`src/rtl/convolve_kernel_ctrl_if.sv`:
```
// Host/stream/kernel bundle between the kernel configuration controller and its environment.
// The master side is the host plus pixel stream; the slave side is the controller.
interface convolve_kernel_ctrl_if #(
  parameter int KRNL_SZ = 5
);
  localparam int N = KRNL_SZ * KRNL_SZ;

  logic           wr_en;
  logic [7:0]     wr_addr;
  logic [7:0]     wr_data;
  logic           commit;
  logic [9:0]     in_x;
  logic [9:0]     in_y;
  logic           is_in_val;
  logic [N*8-1:0] kernel;
  logic           busy;
  logic           err_overflow;
  logic           swap_pulse;
  logic [7:0]     frame_cnt;

  modport master (
    output wr_en, wr_addr, wr_data, commit, in_x, in_y, is_in_val,
    input  kernel, busy, err_overflow, swap_pulse, frame_cnt
  );

  modport slave (
    input  wr_en, wr_addr, wr_data, commit, in_x, in_y, is_in_val,
    output kernel, busy, err_overflow, swap_pulse, frame_cnt
  );
endinterface

```
`src/rtl/convolve_kernel_ctrl.sv`:
```
// Shadow-bank kernel controller: validates a committed kernel against the convolver's
// positive/negative sum limits and swaps it into the active bus only at a frame start.
module convolve_kernel_ctrl #(
  parameter int KRNL_SZ = 5
) (
  input logic                   clk,
  input logic                   reset,
  convolve_kernel_ctrl_if.slave bus
);
  localparam int N     = KRNL_SZ * KRNL_SZ;
  localparam int IDX_W = 9;

  typedef enum logic [1:0] {
    S_IDLE,
    S_CHECK,
    S_PENDING
  } state_t;

  state_t           r_state;
  state_t           w_next;
  logic [7:0]       r_shadow [N];
  logic [7:0]       r_kernel [N];
  logic [IDX_W-1:0] r_idx;
  logic [15:0]      r_pos_sum;
  logic [15:0]      r_neg_sum;
  logic             r_busy;
  logic             r_err_overflow;
  logic             r_swap_pulse;
  logic [7:0]       r_frame_cnt;

  logic             w_fs;
  logic [7:0]       w_coef;
  logic [7:0]       w_mag;
  logic             w_check_done;
  logic             w_pass;
  logic [N*8-1:0]   w_kernel_flat;

  assign w_fs         = bus.is_in_val && (bus.in_x == 10'd0) && (bus.in_y == 10'd0);
  assign w_check_done = (r_idx == IDX_W'(N));
  assign w_pass       = (r_pos_sum <= 16'd127) && (r_neg_sum <= 16'd127);
  assign w_mag        = ~w_coef + 8'd1;

  always_comb begin
    w_coef = 8'h00;
    for (int i = 0; i < N; i++) begin
      if (r_idx == IDX_W'(i)) w_coef = r_shadow[i];
    end
  end

  // Coefficient 0 sits in the most significant byte of the flattened bus.
  always_comb begin
    w_kernel_flat = '0;
    for (int i = 0; i < N; i++) begin
      w_kernel_flat[(N-1-i)*8 +: 8] = r_kernel[i];
    end
  end

  always_comb begin
    w_next = r_state;
    case (r_state)
      S_IDLE:    if (bus.commit) w_next = S_CHECK;
      S_CHECK:   if (w_check_done) w_next = w_pass ? S_PENDING : S_IDLE;
      S_PENDING: if (w_fs) w_next = S_IDLE;
      default:   w_next = S_IDLE;
    endcase
  end

  always_ff @(posedge clk) begin
    if (reset) r_state <= S_IDLE;
    else       r_state <= w_next;
  end

  always_ff @(posedge clk) begin
    if (reset) begin
      for (int i = 0; i < N; i++) begin
        r_shadow[i] <= (i == N/2) ? 8'h10 : 8'h00;
        r_kernel[i] <= (i == N/2) ? 8'h10 : 8'h00;
      end
      r_idx          <= '0;
      r_pos_sum      <= '0;
      r_neg_sum      <= '0;
      r_busy         <= 1'b0;
      r_err_overflow <= 1'b0;
      r_swap_pulse   <= 1'b0;
      r_frame_cnt    <= 8'd0;
    end else begin
      r_swap_pulse <= 1'b0;
      r_busy       <= (w_next != S_IDLE);
      if (w_fs) r_frame_cnt <= r_frame_cnt + 8'd1;
      case (r_state)
        S_IDLE: begin
          // Out-of-range addresses match no entry and are dropped.
          if (bus.wr_en) begin
            for (int i = 0; i < N; i++) begin
              if (bus.wr_addr == 8'(i)) r_shadow[i] <= bus.wr_data;
            end
          end
          if (bus.commit) begin
            r_err_overflow <= 1'b0;
            r_idx          <= '0;
            r_pos_sum      <= '0;
            r_neg_sum      <= '0;
          end
        end
        S_CHECK: begin
          if (!w_check_done) begin
            r_idx <= r_idx + IDX_W'(1);
            if (w_coef[7]) r_neg_sum <= r_neg_sum + {8'd0, w_mag};
            else           r_pos_sum <= r_pos_sum + {8'd0, w_coef};
          end else if (!w_pass) begin
            r_err_overflow <= 1'b1;
          end
        end
        S_PENDING: begin
          if (w_fs) begin
            r_kernel     <= r_shadow;
            r_swap_pulse <= 1'b1;
          end
        end
        default: ;
      endcase
    end
  end

  assign bus.kernel       = w_kernel_flat;
  assign bus.busy         = r_busy;
  assign bus.err_overflow = r_err_overflow;
  assign bus.swap_pulse   = r_swap_pulse;
  assign bus.frame_cnt    = r_frame_cnt;
endmodule

```
`src/flat_wrapper.sv`:
```
// flat-port wrapper written by rule: the top's interface ports become plain ports
module convolve_kernel_ctrl_flat 
#(
  parameter int KRNL_SZ = 5
)
  (clk, reset, bus_wr_en, bus_wr_addr, bus_wr_data, bus_commit, bus_in_x, bus_in_y, bus_is_in_val, bus_kernel, bus_busy, bus_err_overflow, bus_swap_pulse, bus_frame_cnt);
  convolve_kernel_ctrl_if #(.KRNL_SZ(KRNL_SZ)) bus_i ();
  input logic clk;
  input logic reset;
  input wire logic [$bits(bus_i.wr_en)-1:0] bus_wr_en;
  input wire logic [$bits(bus_i.wr_addr)-1:0] bus_wr_addr;
  input wire logic [$bits(bus_i.wr_data)-1:0] bus_wr_data;
  input wire logic [$bits(bus_i.commit)-1:0] bus_commit;
  input wire logic [$bits(bus_i.in_x)-1:0] bus_in_x;
  input wire logic [$bits(bus_i.in_y)-1:0] bus_in_y;
  input wire logic [$bits(bus_i.is_in_val)-1:0] bus_is_in_val;
  output wire logic [$bits(bus_i.kernel)-1:0] bus_kernel;
  output wire logic [$bits(bus_i.busy)-1:0] bus_busy;
  output wire logic [$bits(bus_i.err_overflow)-1:0] bus_err_overflow;
  output wire logic [$bits(bus_i.swap_pulse)-1:0] bus_swap_pulse;
  output wire logic [$bits(bus_i.frame_cnt)-1:0] bus_frame_cnt;
  assign bus_i.wr_en = bus_wr_en;
  assign bus_i.wr_addr = bus_wr_addr;
  assign bus_i.wr_data = bus_wr_data;
  assign bus_i.commit = bus_commit;
  assign bus_i.in_x = bus_in_x;
  assign bus_i.in_y = bus_in_y;
  assign bus_i.is_in_val = bus_is_in_val;
  assign bus_kernel = bus_i.kernel;
  assign bus_busy = bus_i.busy;
  assign bus_err_overflow = bus_i.err_overflow;
  assign bus_swap_pulse = bus_i.swap_pulse;
  assign bus_frame_cnt = bus_i.frame_cnt;
  convolve_kernel_ctrl #(.KRNL_SZ(KRNL_SZ)) u_core (.clk(clk), .reset(reset), .bus(bus_i));
endmodule
```
`config.mk`:
```
export PLATFORM = sky130hd
export DESIGN_NAME = convolve_kernel_ctrl_flat
export DESIGN_NICKNAME = d
export VERILOG_FILES = /design/src/rtl/convolve_kernel_ctrl_if.sv /design/src/rtl/convolve_kernel_ctrl.sv /design/src/flat_wrapper.sv
export SDC_FILE = /design/constraint.sdc
export NUM_CORES = 1
export LEC_CHECK = 0
export BUFFER_PORTS_ARGS = -buffer_cell sky130_fd_sc_hd__buf_2
export CORE_ASPECT_RATIO = 1.1
export CORE_MARGIN = 1
export CORE_UTILIZATION = 44
export CTS_BUF_LIST = sky130_fd_sc_hd__clkbuf_16
export DETAILED_ROUTE_END_ITERATION = 6
export MAX_ROUTING_LAYER = met4
export PLACE_DENSITY = 0.73
export SYNTH_ARGS = -nofsm -noshare
export SYNTH_HDL_FRONTEND = slang
export SYNTH_SLANG_ARGS = --single-unit
```
`constraint.sdc`:
```
create_clock -name clk -period 6.6 [get_ports clk]
set_input_delay 0.33 -clock clk [delete_from_list [all_inputs] [get_ports clk]]
set_output_delay 0.33 -clock clk [all_outputs]
set_load 0.005 [all_outputs]
```
==> flow_summary.yaml <==
grt:
  gr-total-overflow: 0
  antenna_found_initial: 2
  gr-usage-all-layers: 0.298
  grt_max_degree: 158
  grt_pass1_wl_um: 104000
  grt_pass1_vias: 18000
cts:
  cts_tree: "built"
  clock_sinks: 454
  cts_root_buf: "clkbuf_16"
  clockBufferDepth: 3
  htree_levels: 2
  ctsHoldBuffers: 0
  clk_pin_slew_worst_paths_ps: 60
  post_cts_buffers: 0
  insertion_delay_ps: 600
  cts_inserted_buffers: 46
  cts_resized: 0
synth:
  netlist-cell-type-count: 84
  synthCells: 2435
  synth_area_mm2: 0.0201
  ys.flop_type: "dfxtp_1"
  syn-num-nets: 2503
  synth_edf_count: 0
  ys_seq_area_frac: 0.453
  synthArstFlopShare: 0
  avgSynthCellArea_um2: 8.23
  synth_seq_cells: 454
  synth_warnings: 0
worst_setup_path:
  required_ps: 7110
  path_class: "flip-flop to flip-flop"
  crit_path_start_kind: "flip-flop"
  path_cells: "ha_1, buf_4, nor4b_2, buf_4, nand2_1, nor2_1, a2111oi_0, nand3_1, o21ai_1, ha_1, nand3_1, nor3b_1, xnor2_1, ha_1, nand2_1, o21ai_0, a21oi_1, or3b_2, or3_1, a21oi_1"
  crit_top_cell: "ha_1"
  worstPathMaxFanout: 26
  end_kind: "flip-flop"
  cp.arrival_ps: 6320
  slowest_stage: "a2111oi_0"
  slowest_delay_ps: 920
timing:
  rsz0062_at_grt: "false"
  fin_ws_ps: 784
  finalSetupViolations: 0
  max_slew_margin: 0.105
  hold_violations: 0
  clock.fmax_ghz: 0.172
  finClkSkew_ps: 23.4
  max_slew.worst_pin.slew_ps: 1340
  final.setup.tns_ps: 0
  fin_crit_ps: 5820
  timing.final.crit_share: 0.881
  slew_violations: 0
drt:
  drtIter0Drc: 1827
  via_per_inst: 5.84
  first_pass_iters: 6
  wirelength_um: 68600
  drc: 0
  wire_per_inst_um: 21.4
  ant_nets: 0
  via_count: 18700
pwr:
  powerDensity_mw_per_mm2: 243
  leakage_nw: 9.66
  ir_worst_vdd_mv: 0.175
final_layout:
  final_cells: 3205
  stdcell_area_mm2: 0.0231
  layout_common_cells: "nand2_1 (510), dfxtp_1 (454), nor2_1 (281), a21oi_1 (273), buf_2 (250)"
  fill_cells: 4196
  final-seq-area_mm2: 0.00909
  mostFrequentLayoutCell: "nand2_1"
  drive_above_1_share: 0.149
  area_delta_synth_final_pct: 15.3
  multiInputGateArea_mm2: 0.0102
  nNetsFinal: 2654
outcome:
  outcome: "finished clean"
floorplanning:
  io_pins: 252
  die-area_mm2: 0.0464
  chipWidth_um: 206
  start_util: 0.449
  core_mm2: 0.0447
  row_count: 81
  die_height_um: 226
placement:
  post-place-ws_ps: 958
  dp.cells: 3119
  portBuffers: 251
  dpl.hpwl_um: 48800
  place.gp.congestion: 0.999
  post_dp_cell_area_mm2: 0.0216
worst_hold_path:
  min_path_type: "input port to flip-flop"
flow_run:
  drv_cap: 0
==> synthesized netlist by cell type, types with 5 or more instances <==
library cell	number	share of area
a211oi_1	7	0.0026
a21o_1	13	0.0049
a21oi_1	273	0.068
a221oi_1	7	0.0031
a22o_1	5	0.0022
a22oi_1	6	0.0022
a31oi_1	17	0.0053
and3_1	11	0.0034
buf_2	17	0.0042
clkbuf_1	160	0.030
clkbuf_2	7	0.0017
dfxtp_1	454	0.45
ha_1	25	0.016
inv_1	26	0.0049
mux2i_1	203	0.10
nand2_1	511	0.096
nand2b_1	14	0.0044
nand3_1	43	0.011
nand3b_1	7	0.0026
nand4_1	16	0.0050
nor2_1	281	0.053
nor2b_1	8	0.0025
nor3_1	31	0.0077
nor4_1	12	0.0037
nor4b_2	7	0.0052
o211ai_1	16	0.0060
o21a_1	7	0.0026
o21ai_0	50	0.012
o221ai_1	14	0.0061
o22ai_1	11	0.0034
o2bb2ai_1	7	0.0031
o311ai_0	5	0.0022
o31ai_1	7	0.0026
or3_1	10	0.0031
or4_1	10	0.0037
or4b_1	7	0.0035
xnor2_1	16	0.0070
xor2_1	16	0.0070
==> layer usage <==
metal,part of all wire,global-route usage,vias up
met3,0.065,0.0358,200
met4,0.043,0.134,0
met5,0,-,-
met1,0.42,0.371,8954
met2,0.47,0.481,845
li1,-,-,8703
==> per-stage QoR <==
stage / hold slack (ps) / power (mW) / utilization
final: 121 / 5.62 / 0.517
after global routing: 169 / 5.78 / 0.517
after CTS: 110 / 5.65 / 0.517
after detailed placement: 441 / 3.09 / 0.484
after global placement: 437 / 3.09 / 0.484
after floorplan: 436 / 2.99 / -
==> where the power goes <==
group	switching [mW]	internal (mW)	leakage (nW)
Combinational	0.213	0.0741	5.23
Sequential	0.00440	2.74	3.66
Clock	1.12	1.47	0.768
Total	1.33	4.29	9.66
==> logic make-up after synthesis <==
group           Yosys count  share of synthesized area
compound gates          503                      0.153
xor+xnor                 32                     0.0140
fa+ha+maj                27                     0.0176
buf+inv                 215                     0.0423
mux                     203                      0.101
flops                   454                      0.453
simple gates           1001                      0.218
==> final timing paths <==
| kind | startpoint | to | slack, ps | depth (start not counted) |
|---|---|---|---|---|
| worst max-delay path | u_core.r_idx[0]$_SDFFE_PP0P_ | u_core.r_neg_sum[11]$_SDFFE_PP0P_ | 780 | 20 |
| worst max register to register | u_core.r_idx[0]$_SDFFE_PP0P_ | u_core.r_neg_sum[11]$_SDFFE_PP0P_ | 780 | 20 |
| worst min register to register | u_core.bus.kernel[120]$_SDFFE_PP0P_ | u_core.bus.kernel[120]$_SDFFE_PP0P_ | 450 | 2 |
| worst min-delay path | bus_in_x[0] | u_core.bus.swap_pulse$_SDFF_PP0_ | 120 | 6 |
==> registers in the layout (all words and copies together), names as in the netlist <==
name and count:
u_core.r_idx 9, u_core.r_state 2, u_core.bus.err_overflow 1, u_core.r_shadow 200, u_core.bus.busy 1, u_core.r_neg_sum 16
u_core.r_pos_sum 16, u_core.bus.frame_cnt 8, u_core.bus.swap_pulse 1, u_core.bus.kernel 200
==> worst max-delay path: cells and delay by family (launching register included) <==
| family | cells | cell delay [ps] |
|---|---|---|
| adders and majority gates | 3 | 810 |
| AOI/OAI and AO/OA | 5 | 1710 |
| DFF | 1 | 360 |
| buffers and inverters | 2 | 490 |
| xor gates and xnor gates | 1 | 120 |
| and+or+nand+nor | 9 | 2220 |
==> area by class of cell <==
cell class,instances,area share
well taps,581,0.0314
clock inverters,38,0.0140
inverters,26,0.00422
repair buffers,292,0.0681
flip-flops and latches,454,0.393
multi-input cells,1766,0.439
diodes,2,0.000216
clock buffers,46,0.0498
Note: power is estimated with default switching activity, not from simulation.
